## src/rtl/ssp_audio_conditioner.sv

```systemverilog
// ssp_audio_conditioner: decimate the PSG sum, remove DC, emit signed 16-bit PCM over valid/ready
module ssp_audio_conditioner #(
  parameter int SAMPLE_DIV = 1125,
  parameter int DC_SHIFT = 10
) (
  input  logic        clk_logic_i,
  input  logic        reset_i,
  input  logic        enable_i,
  input  logic [9:0]  audio_i,
  output logic [15:0] sample_o,
  output logic        sample_valid_o,
  input  logic        sample_ready_i,
  output logic        overrun_o
);
  localparam int W = 10 + DC_SHIFT;
  localparam logic [23:0] RECIP = 24'((2 ** 25 / SAMPLE_DIV + 1) / 2);
  logic [11:0] phase_q, phase_d;
  logic [21:0] acc_q, acc_d, sum, s1_q;
  logic s1_v_q, s2_v_q, last;
  logic [9:0] s2_q, mean, dc;
  logic [47:0] scaled;
  logic [W-1:0] dc_acc_q, dc_acc_d;
  logic [10:0] y;
  logic [15:0] sample_d;
  logic valid_d, ovr_d;
  // window accumulation: the terminal cycle's input joins the closing window
  always_comb begin
    last = phase_q == 12'(SAMPLE_DIV - 1);
    sum = acc_q + 22'(audio_i);
    phase_d = last ? 12'd0 : phase_q + 12'd1;
    acc_d = last ? 22'd0 : sum;
  end
  // mean by reciprocal multiply, DC tracking, and output handshake next-state
  always_comb begin
    scaled = 48'(s1_q) * 48'(RECIP) + 48'h80_0000;
    mean = |scaled[47:34] ? 10'h3ff : scaled[33:24];
    dc = 10'(dc_acc_q >> DC_SHIFT);
    y = {1'b0, s2_q} - {1'b0, dc};
    dc_acc_d = s2_v_q ? (enable_i ? dc_acc_q + W'(s2_q) - W'(dc) : '0) : dc_acc_q;
    sample_d = s2_v_q ? (enable_i ? {y, 5'd0} : 16'd0) : sample_o;
    valid_d = s2_v_q | (sample_valid_o & ~sample_ready_i);
    ovr_d = overrun_o | (s2_v_q & sample_valid_o & ~sample_ready_i);
  end
  // all state: free-running window, three-stage pipeline, output register
  always_ff @(posedge clk_logic_i) begin
    if (reset_i) begin
      phase_q <= '0;
      acc_q <= '0;
      s1_q <= '0;
      s1_v_q <= 1'b0;
      s2_q <= '0;
      s2_v_q <= 1'b0;
      dc_acc_q <= '0;
      sample_o <= '0;
      sample_valid_o <= 1'b0;
      overrun_o <= 1'b0;
    end else begin
      phase_q <= phase_d;
      acc_q <= acc_d;
      s1_v_q <= last;
      if (last) s1_q <= sum;
      s2_v_q <= s1_v_q;
      if (s1_v_q) s2_q <= mean;
      dc_acc_q <= dc_acc_d;
      sample_o <= sample_d;
      sample_valid_o <= valid_d;
      overrun_o <= ovr_d;
    end
  end
endmodule

```

## config.mk

```make
export PLATFORM = sky130hd
export DESIGN_NAME = ssp_audio_conditioner
export DESIGN_NICKNAME = d
export VERILOG_FILES = /design/src/rtl/ssp_audio_conditioner.sv
export SDC_FILE = /design/constraint.sdc
export NUM_CORES = 1
export LEC_CHECK = 0
export ABC_CLOCK_PERIOD_IN_PS = 10100
export BUFFER_PORTS_ARGS = -buffer_cell sky130_fd_sc_hd__buf_2
export CAP_MARGIN = 20
export CORE_ASPECT_RATIO = 1.4
export CORE_UTILIZATION = 60
export DETAILED_ROUTE_END_ITERATION = 10
export PLACE_DENSITY_LB_ADDON = 0.2
export REMOVE_ABC_BUFFERS = 1
export SYNTH_ARGS = -nofsm -noshare
export SYNTH_HDL_FRONTEND = slang
export SYNTH_SLANG_ARGS = --single-unit
```

## constraint.sdc

```tcl
create_clock -name clk_logic_i -period 10.1 [get_ports clk_logic_i]
set_input_delay 1.515 -clock clk_logic_i [delete_from_list [all_inputs] [get_ports clk_logic_i]]
set_output_delay 1.515 -clock clk_logic_i [all_outputs]
set_load 0.01 [all_outputs]
```

After elaboration in Yosys (flattened, before gate mapping)

Cells that the tools add are included.

Equality and inequality tests: 1
Add/subtract/negate cells: 6
Bitwise gates (word level): 6
Mux-type cells: 3
Multiply operators: 1
Reductions and logical operators: 2

Operators with widths:

| cell                     | count |
|---|---|
| $add A36 B24 Y37 const B | 1 |
| $mul A22 B14 Y36 const B | 1 |
| $add A22 B10 Y22         | 1 |
| $add A20 B10 Y20         | 1 |
| $mux W20                 | 1 |
| $sub A20 B10 Y20         | 1 |
| $mux W16                 | 1 |
| $reduce_or A14 Y1        | 1 |
| $add A12 B1 Y12 const B  | 1 |
| $eq A12 B11 Y1 const B   | 1 |
| $sub A10 B10 Y11         | 1 |
| $mux W10                 | 1 |
| $and A1 B1 Y1            | 3 |
| $or A1 B1 Y1             | 2 |
| $reduce_or A2 Y1         | 1 |
| $not A1 Y1               | 1 |

Register bits after elaboration: 106
Output and inout port bits: 18

Logic depth before layout (Yosys ltp)

Gate-level depths: netlist of run 1.

Depth in word-level cells: 4
Gate-level depth with buffers: 19
Depth with buffers taken out: 19

Worst setup path before layout of run 1

Ideal clock, no wire load.

Path type: register -> register
Start: register s1_q[7]
End: register s2_q[0]
Required time: 9,955 ps
Period minus slack after synthesis: 5,670 ps
Stages on the path, launching flop included: 20
Library setup time: 145 ps
Path buffers: 0
Arrival time: 5,525 ps
Slack: 4,430 ps
Cell sequence: dfxtp_1 > inv_1 > fa_1 > inv_1 > fa_1 > fa_1 > inv_1 > fa_1 > inv_1 > ha_1 > ha_1 > ha_1 > a2111oi_2 > o21ai_0 > a211oi_2 > nor4_1 > or2_4 > a311o_1 > nor4b_4 > a211oi_1

Longest elaborated chain between the ends: 4

RTL lines:

| item                     | line | text |
|---|---|---|
| start: declaration       | 18   | `logic [21:0] acc_q, acc_d, sum, s1_q;` |
| start signal: assignment | 61   | `if (last) s1_q <= sum;` |
| $mul A22 B14 Y36 *       | 35   | `scaled = 48'(s1_q) * 48'(RECIP) + 48'h80_0000;` |
| $add A36 B24 Y37 *       | 35   |  |
| $reduce_or A14 Y1        | 36   | `mean = \|scaled[47:34] ? 10'h3ff : scaled[33:24];` |
| $mux W10 *               | 36   |  |
| end signal: assignment   | 63   | `if (s1_v_q) s2_q <= mean;` |
| end: declaration         | 20   | `logic [9:0] s2_q, mean, dc;` |

Every way passes the cells marked *; elsewhere a longest branch is shown, timed or not.
A chain may end at the register's enable or synchronous reset.

Worst setup path in the final report of run 1

Start: register s1_q[8]
End: register s2_q[4]

The elaborated chain is that of the path after synthesis.

==> results of run 1 <==
==> kinds of logic after synthesis <==
family | Yosys count
AOI/OAI and AO/OA | 202
muxes | 2
buffers and inverters | 224
adders and majority gates | 238
xor gates and xnor gates | 56
other | 1
DFF | 101
and+or+nand+nor | 234
==> power groups by stage <==
stage | registers (mW) | logic, mW | clock network [mW]
3_5_place_dp | 0.432 | 0.128 | 0
6_report | 0.423 | 0.127 | 0.352
3_3_place_gp | 0.432 | 0.127 | 0
5_1_grt | 0.426 | 0.142 | 0.372
4_1_cts | 0.423 | 0.129 | 0.358
2_1_floorplan | 0.430 | 0.0975 | 0
==> final cells by class <==
type / count / share of cell area
tap: 192 / 0.0239
clock buffer: 12 / 0.0246
multi-input combinational: 737 / 0.656
clock inverter: 4 / 0.00474
inverter: 198 / 0.0741
timing repair buffer: 28 / 0.0152
sequential: 101 / 0.202
==> through the flow <==
step / hold slack [ps] / std cells
final: 475 / 1272
after global routing: 510 / 1272
after CTS: 479 / 1272
after detailed placement: 463 / 1256
after global placement: 456 / 1255
after floorplan: 441 / 1036
==> cell usage in the layout (no fill, tap or decap), types with 4 or more instances in the layout <==
| cell | netlist | routed |
|---|---|---|
| sky130_fd_sc_hd__a21o_1 | 19 | 19 |
| sky130_fd_sc_hd__xor2_1 | 24 | 24 |
| sky130_fd_sc_hd__a211oi_1 | 25 | 25 |
| sky130_fd_sc_hd__xnor2_1 | 32 | 32 |
| sky130_fd_sc_hd__conb_1 | 1 | 5 |
| sky130_fd_sc_hd__dfxtp_1 | 101 | 101 |
| sky130_fd_sc_hd__nand2b_1 | 4 | 4 |
| sky130_fd_sc_hd__clkbuf_16 | 0 | 9 |
| sky130_fd_sc_hd__o21ai_0 | 28 | 28 |
| sky130_fd_sc_hd__a21oi_1 | 48 | 48 |
| sky130_fd_sc_hd__nor2_1 | 102 | 102 |
| sky130_fd_sc_hd__nor2b_1 | 8 | 8 |
| sky130_fd_sc_hd__nand2_1 | 46 | 46 |
| sky130_fd_sc_hd__a22oi_1 | 20 | 20 |
| sky130_fd_sc_hd__nand3_1 | 15 | 15 |
| sky130_fd_sc_hd__nand4_1 | 8 | 8 |
| sky130_fd_sc_hd__o21bai_1 | 7 | 7 |
| sky130_fd_sc_hd__and3_1 | 13 | 13 |
| sky130_fd_sc_hd__inv_1 | 197 | 197 |
| sky130_fd_sc_hd__and2_1 | 5 | 5 |
| sky130_fd_sc_hd__o21a_1 | 8 | 8 |
| sky130_fd_sc_hd__nor3_1 | 12 | 12 |
| sky130_fd_sc_hd__ha_1 | 158 | 158 |
| sky130_fd_sc_hd__buf_2 | 0 | 26 |
| sky130_fd_sc_hd__a31oi_1 | 5 | 5 |
| sky130_fd_sc_hd__fa_1 | 80 | 80 |
==> state kept, by name, summed over array words and instances, names as in the netlist <==
register	count
sample_valid_o	1
overrun_o	1
s2_v_q	1
acc_q	22
s2_q	10
s1_q	22
sample_o	11
dc_acc_q	20
s1_v_q	1
phase_q	12
==> synthesized netlist by cell type (4+ instances only) <==
cell type / instances
sky130_fd_sc_hd__dfxtp_1: 101
sky130_fd_sc_hd__a31oi_1: 5
sky130_fd_sc_hd__a22oi_1: 20
sky130_fd_sc_hd__xor2_1: 24
sky130_fd_sc_hd__nor3_1: 12
sky130_fd_sc_hd__and3_1: 13
sky130_fd_sc_hd__nor2b_1: 8
sky130_fd_sc_hd__a21oi_1: 48
sky130_fd_sc_hd__nand2b_1: 4
sky130_fd_sc_hd__nand2_1: 46
sky130_fd_sc_hd__buf_4: 5
sky130_fd_sc_hd__nand4_1: 8
sky130_fd_sc_hd__a211oi_1: 25
sky130_fd_sc_hd__inv_1: 197
sky130_fd_sc_hd__o21bai_1: 7
sky130_fd_sc_hd__a21o_1: 19
sky130_fd_sc_hd__o21a_1: 8
sky130_fd_sc_hd__nand3_1: 15
sky130_fd_sc_hd__and2_1: 5
sky130_fd_sc_hd__nor2_1: 102
sky130_fd_sc_hd__fa_1: 80
sky130_fd_sc_hd__o21ai_0: 28
sky130_fd_sc_hd__clkbuf_1: 20
sky130_fd_sc_hd__xnor2_1: 32
sky130_fd_sc_hd__ha_1: 158
==> final timing paths <==
path,to,depth (start not counted)
worst max-delay path,s2_q[4],19
worst min-delay path,sample_o[14],2
worst max register to register,s2_q[4],19
worst min register to register,sample_o[14],2
==> critical path: cells and delay by family (launching register included) <==
| kind | cells | cell delay (ps) |
|---|---|---|
| flip-flops | 1 | 460 |
| buffers and inverters | 4 | 300 |
| AO/OA/AOI/OAI | 5 | 1070 |
| AND/OR/NAND/NOR | 3 | 1240 |
| adder cells (fa/ha/maj) | 7 | 2930 |
==> per-layer routing <==
layer  part of all wire  vias up
li1                   -     3564
met1               0.41     3353
met2               0.53       64
met3              0.015       33
met4              0.040        0
met5                  0        -
==> reports/results.md, run 1 <==
| Quantity | Reported | Unit |
|:---|:---|:---|
| Share of power burned in registers | 0.469 | - |
| Setup Skew | 10.7 | ps |
| Final total power | 903 | uW |
| Placed wire-length estimate after detailed placement | 15600 | um |
| Largest family of logic cells by synthesized area | adder cells | - |
| Final worst path period need | 6190 | ps |
| DR vias | 7014 | - |
| Period utilization | 0.612 | - |
| # H-tree levels | 3 | - |
| Required time reported for the critical path endpoint | 10300 | ps |
| Synth cell types | 65 | - |
| Final cell utilization of the core | 0.661 | - |
| Startpoint kind of the worst setup timing path | register | - |
| Crit. Startpoint | s1_q[8] | - |
| Area Growth Syn to Fin | 6.20 | % |
| Layer with the highest usage | met2 | - |
| Status | complete, no violations | - |
| Setup TNS | 0 | ps |
| Final Setup Violations | 0 | - |
| Routed WL per cell | 15.0 | um |
| Cells after synthesis | 1058 | - |
| Peak supply drop | 0.148 | mV |
| Die Area | 16300 | sq um |
| Unrepaired setup endpoints after global routing | no | - |
| Hold-fix buffers at CTS | 0 | - |
| CTS tree | done | - |
| Fraction of power spent switching nets | 0.264 | - |
| Clock tree root buffer cell | sky130_fd_sc_hd__clkbuf_16 | - |
| Nets@finish | 1327 | - |
| Resize count post-CTS | 0 | - |
| Transition time at the pin with the least slew margin | 964 | ps |
| Number of maximum-capacitance constraint violations | 0 | - |
| Clock net sink count | 101 | - |
| Class of the worst hold path | reg -> reg | - |
| Fraction of synthesized area in multiplexers | 0.00212 | - |
| Fin worst setup slack | 3910 | ps |
| Critical Setup Path Class | reg -> reg | - |
| Area taken by multi-input logic gates | 6580 | sq um |
| Post-CTS Setup Inserts | 0 | - |
| I/O Pins | 32 | - |
| All-Layer GR Usage | 0.257 | - |
| Share of layout cells above drive strength 1 | 0.0481 | - |
| Combinational group share of total power | 0.141 | - |
| Cell area after layout | 10000 | sq um |
| Post-DR vias/cell | 5.51 | - |
| Most instantiated flip-flop cell in the synthesis netlist | sky130_fd_sc_hd__dfxtp_1 | - |
| Grt ovf | 0 | - |
| Pre-CTS WS | 3880 | ps |
| Maximum number of pins on one net before global-route repair | 64 | - |
| Crit path DAT | 6390 | ps |
| Placed Area | 9740 | sq um |
| FF/Latch Area | 2020 | sq um |
| Post-synthesis register bit count | 101 | - |
| Maximum clock path buffer count | 2 | - |
| Share of power burned in the clock network | 0.390 | - |
| Warnings, synthesis | 0 | - |
| GR Util met1 | 0.281 | - |
| Global routing usage on met3 | 0.0329 | - |
| Number of nets with antenna violations after detailed routing | 0 | - |
| N_diodes | 0 | - |
| Peak clock frequency supported by timing | 162 | MHz |
| Fillers | 1276 | - |
| Async set or reset register ratio after synthesis | 0 | - |
| Post-synthesis instance area | 9450 | sq um |
| DRC violations left | 0 | - |
| Number of standard-cell rows in the floorplan | 53 | - |
| Delay of the slowest cell on the worst path | 640 | ps |
| Proportion of netlist area held by the largest area contributor | 0.214 | - |
| Area share of fa/ha/maj cells after synthesis | 0.379 | - |
| Met2 demand-to-capacity share in global routing | 0.486 | - |
| Final estimated routing congestion in global placement | 0.892 | - |
| Initial core utilization | 0.622 | - |
| Post-synth EDFFs | 0 | - |
| Origin of the critical flop-to-flop path | s1_q[8] | - |
| Clock latency at the later pin of the worst-skew pair | 360 | ps |
| First-pass GRT wire length | 32500 | um |
| Number of global-route vias before repair | 7137 | - |
| Clock input transition at the sequential cells of the worst setup and hold paths | 70 | ps |
| Hold Fails Final Rpt | 0 | - |
| Slack of the worst reg-to-reg path | 3910 | ps |
| Standard cell with the maximum stage delay on the critical path | sky130_fd_sc_hd__nor4_1 | - |
| Maximum fanout encountered on the critical timing path | 10 | - |
| Die height | 150 | um |
| Worst-case headroom to the max-slew limit | 0.357 | - |
| Post-Synth XOR/XNOR Area | 0.0519 | - |
| Max-slew violations | 0 | - |
| Cell type contributing the most total cell area after synthesis | sky130_fd_sc_hd__dfxtp_1 | - |
| Internal Dissipation | 664 | uW |
| Crit path capture type | register | - |
| LEAKAGE | 5.18 | nW |
| Sequential fraction of the synthesis area | 0.214 | - |
| Synth top area cells | sky130_fd_sc_hd__dfxtp_1, sky130_fd_sc_hd__ha_1, sky130_fd_sc_hd__fa_1 | - |
| Detailed Route Iter0 Violations | 234 | - |
| Min-delay src | sample_o[14] | - |
| Initial DRT Pass Iterations | 4 | - |
| Number of antenna violations at the first check in global routing | 0 | - |
| Number of I/O port buffers | 26 | - |
| Floorplan die width | 108 | um |
| Placeable core region | 15200 | sq um |
| Critical Path, Cell by Cell | inv_1 -> fa_1 -> inv_1 -> fa_1 -> fa_1 -> inv_1 -> fa_1 -> inv_1 -> ha_1 -> ha_1 -> ha_1 -> a21oi_1 -> o21ai_0 -> o21ai_0 -> nor4_1 -> nor4_1 -> a311o_1 -> nor4b_4 -> a211oi_1 | - |
| Areal power density over the cells | 90.0 | nW/um^2 |
| Net Sw Power | 239 | uW |
| Mean cell area of the mapped netlist | 8.93 | sq um |
| Area fraction in and, or, nand and nor cells after synthesis | 0.117 | - |
| Fraction of the mapped netlist area in compound gates | 0.145 | - |
| Inserted Clock Buffers | 9 | - |
| Total wirelength of the detailed-routed design | 19100 | um |
No activity file was read; power rests on OpenSTA's default activity.
==> inputs of run 2 (changes only) <==
--- a/config.mk
+++ b/config.mk
@@ -5,11 +5,11 @@
 export SDC_FILE = /design/constraint.sdc
 export NUM_CORES = 1
 export LEC_CHECK = 0
-export ABC_CLOCK_PERIOD_IN_PS = 10100
+export ABC_CLOCK_PERIOD_IN_PS = 5300
 export BUFFER_PORTS_ARGS = -buffer_cell sky130_fd_sc_hd__buf_2
 export CAP_MARGIN = 20
 export CORE_ASPECT_RATIO = 1.4
-export CORE_UTILIZATION = 60
+export CORE_UTILIZATION = 58
 export DETAILED_ROUTE_END_ITERATION = 10
 export PLACE_DENSITY_LB_ADDON = 0.2
 export REMOVE_ABC_BUFFERS = 1
==> constraint.sdc (replaced) <==
create_clock -name clk_logic_i -period 5.3 [get_ports clk_logic_i]
set_input_delay 0.795 -clock clk_logic_i [delete_from_list [all_inputs] [get_ports clk_logic_i]]
set_output_delay 0.795 -clock clk_logic_i [all_outputs]
set_load 0.01 [all_outputs]
==> run 2 against run 1 <==
Net effect: the flow now finishes with violations (negative setup slack); utilization rose by 3.3 points; via count rose by 5.0%; critical path depth rose by 1; largest cell class unchanged; register-to-register slack got worse by 4000 ps; flip-flop and latch count did not move; count of clock-buffer cells in the layout fell by 3; wire length rose by 11%; design area rose by 8.9%; fmax rose by 14%; combinational power rose by 91%; sequential share of layout area fell by 1.5 points; highest routed layer unchanged; global-route usage rose by 1.3 points.
==> reports/results.md, run 2 (synthesis results as in run 1) <==
| Quantity | Reported | Unit |
|:---|:---|:---|
| Initial core utilization | 0.600 | - |
| Number of antenna violations at the first check in global routing | 0 | - |
| Critical Path, Cell by Cell | inv_4 -> fa_1 -> inv_2 -> fa_1 -> fa_1 -> inv_2 -> fa_1 -> inv_2 -> ha_4 -> ha_4 -> ha_4 -> a2111oi_4 -> o21ai_2 -> a211oi_4 -> nor4_4 -> or2_4 -> a311o_1 -> nor4b_4 -> buf_4 -> a211oi_2 | - |
| Final Setup Violations | 10 | - |
| Required time reported for the critical path endpoint | 5510 | ps |
| Setup Skew | 12.6 | ps |
| Number of nets with antenna violations after detailed routing | 0 | - |
| Floorplan die width | 110 | um |
| Clock tree root buffer cell | sky130_fd_sc_hd__clkbuf_16 | - |
| Commonest cells after routing, fill and taps aside | sky130_fd_sc_hd__inv_1, sky130_fd_sc_hd__ha_1, sky130_fd_sc_hd__nor2_1 | - |
| Crit path DAT | 5650 | ps |
| Transition time at the pin with the least slew margin | 1010 | ps |
| # H-tree levels | 3 | - |
| Final estimated routing congestion in global placement | 0.857 | - |
| Number of global-route vias before repair | 7744 | - |
| Most common cell after layout, fill and taps aside | sky130_fd_sc_hd__inv_1 | - |
| First-pass GRT wire length | 35100 | um |
| Peak clock frequency supported by timing | 184 | MHz |
| Number of maximum-capacitance constraint violations | 0 | - |
| Total wirelength of the detailed-routed design | 21300 | um |
| Detailed Route Iter0 Violations | 224 | - |
| Maximum fanout encountered on the critical timing path | 5 | - |
| CTS tree | done | - |
| Period utilization | 1.03 | - |
| Crit. Startpoint | s1_q[7] | - |
| Hold Fails Final Rpt | 0 | - |
| Peak supply drop | 0.232 | mV |
| All-Layer GR Usage | 0.270 | - |
| Clock input transition at the sequential cells of the worst setup and hold paths | 70 | ps |
| WHS Path Cells | 2 | - |
| N_diodes | 0 | - |
| Most frequent cell on the critical path | sky130_fd_sc_hd__fa_1 | - |
| Placed wire-length estimate after detailed placement | 16000 | um |
| Share of layout cells above drive strength 1 | 0.161 | - |
| Area Growth Syn to Fin | 15.7 | % |
| Grt ovf | 0 | - |
| Maximum number of pins on one net before global-route repair | 64 | - |
| Setup TNS | -1070 | ps |
| Standard cell with the maximum stage delay on the critical path | sky130_fd_sc_hd__fa_1 | - |
| Status | complete, but fails checks | - |
| Areal power density over the cells | 162 | nW/um^2 |
| Maximum clock path buffer count | 2 | - |
| Critical Setup Path Class | reg -> reg | - |
| Max-slew violations | 0 | - |
| LEAKAGE | 5.42 | nW |
| Hold-fix buffers at CTS | 0 | - |
| Final worst path period need | 5440 | ps |
| Class of the worst hold path | reg -> reg | - |
| Number of I/O port buffers | 26 | - |
| Fin worst setup slack | -135 | ps |
| DR vias | 7368 | - |
| Die height | 153 | um |
| I/O Pins | 32 | - |
| Startpoint kind of the worst setup timing path | register | - |
| Clock latency at the later pin of the worst-skew pair | 360 | ps |
| Slack of the worst reg-to-reg path | -140 | ps |
| Failing checks | negative setup slack | - |
| Die Area | 16800 | sq um |
| Final total power | 1.77 | mW |
| Number of standard-cell rows in the floorplan | 54 | - |
| Crit path capture type | register | - |
| Placeable core region | 15700 | sq um |
| Critical Path End | s2_q[4] | - |
| Nets@finish | 1385 | - |
| Worst-case headroom to the max-slew limit | 0.329 | - |
| Unrepaired setup endpoints after global routing | yes | - |
| Biggest regs | acc_q (22), s1_q (22), dc_acc_q (20) | - |
| DRC violations left | 0 | - |
| Inserted Clock Buffers | 9 | - |
| Delay of the slowest cell on the worst path | 540 | ps |
| Origin of the critical flop-to-flop path | s1_q[7] | - |
| Destination of the worst register-to-register timing path | s2_q[4] | - |
| Post-DR vias/cell | 5.52 | - |
| Clock net sink count | 101 | - |
| Path depth of the worst reg2reg path | 20 | - |
| Routed WL per cell | 15.9 | um |
| Initial DRT Pass Iterations | 4 | - |
==> run 2: worst min-delay path by stage <==
| stage | startpoint | to | slack [ps] |
|---|---|---|---|
| floorplan | phase_q[0] | phase_q[0] | 440 |
| global placement | overrun_o | overrun_o | 450 |
| detailed placement | overrun_o | overrun_o | 460 |
| CTS | sample_o[14] | sample_o[14] | 470 |
| global route | sample_o[14] | sample_o[14] | 490 |
| finish | sample_o[14] | sample_o[14] | 470 |
==> run 2: area by class of cell <==
type / instances / area, sq um
repair buffers: 86 / 588
flip-flops and latches: 101 / 2040
fillers: 1194 / 4810
clock inverters: 7 / 97.6
clock buffers: 9 / 225
inverters: 198 / 748
well taps: 196 / 245
multi-input cells: 737 / 6990
==> run 2: layer usage <==
layer,share of wire,global-route usage
met5,0,0
met4,0.060,0.168
met3,0.026,0.0380
met2,0.53,0.500
met1,0.38,0.274
==> run 2: metrics by stage <==
stage	hold slack [ps]	cells	setup slack [ps]	util	area (sq um)
finish	470	1334	-135	0.694	10900
global route	485	1334	-369	0.694	10900
CTS	474	1333	-151	0.690	10900
detailed placement	459	1313	-494	0.644	10100
global placement	450	1313	-392	0.644	10100
floorplan	441	1036	-370	-	9350
==> run 2: repair_timing <==
action | 4_1_cts | 5_1_grt
pin swaps | 34 | 20
hold endpoints to repair | 0 | 0
gates resized for setup | 72 | 14
gates cloned | 1 | 0
setup buffers | 4 | 1
endpoints found under the setup margin | 10 | 10
==> run 2: worst max-delay path, delay by kind of cell (launching register included) <==
family	cells	cell delay [ps]
AND/OR/NAND/NOR	3	610
adder cells (fa/ha/maj)	7	2720
buffers and inverters	5	390
AO/OA/AOI/OAI	5	1230
flip-flops	1	350
==> run 2: power by group <==
group | switching [mW] | leakage (nW) | internal [mW]
Clock | 0.309 | 0.152 | 0.415
Combinational | 0.147 | 4.44 | 0.0963
Sequential | 0.0159 | 0.822 | 0.790
Total | 0.472 | 5.42 | 1.30
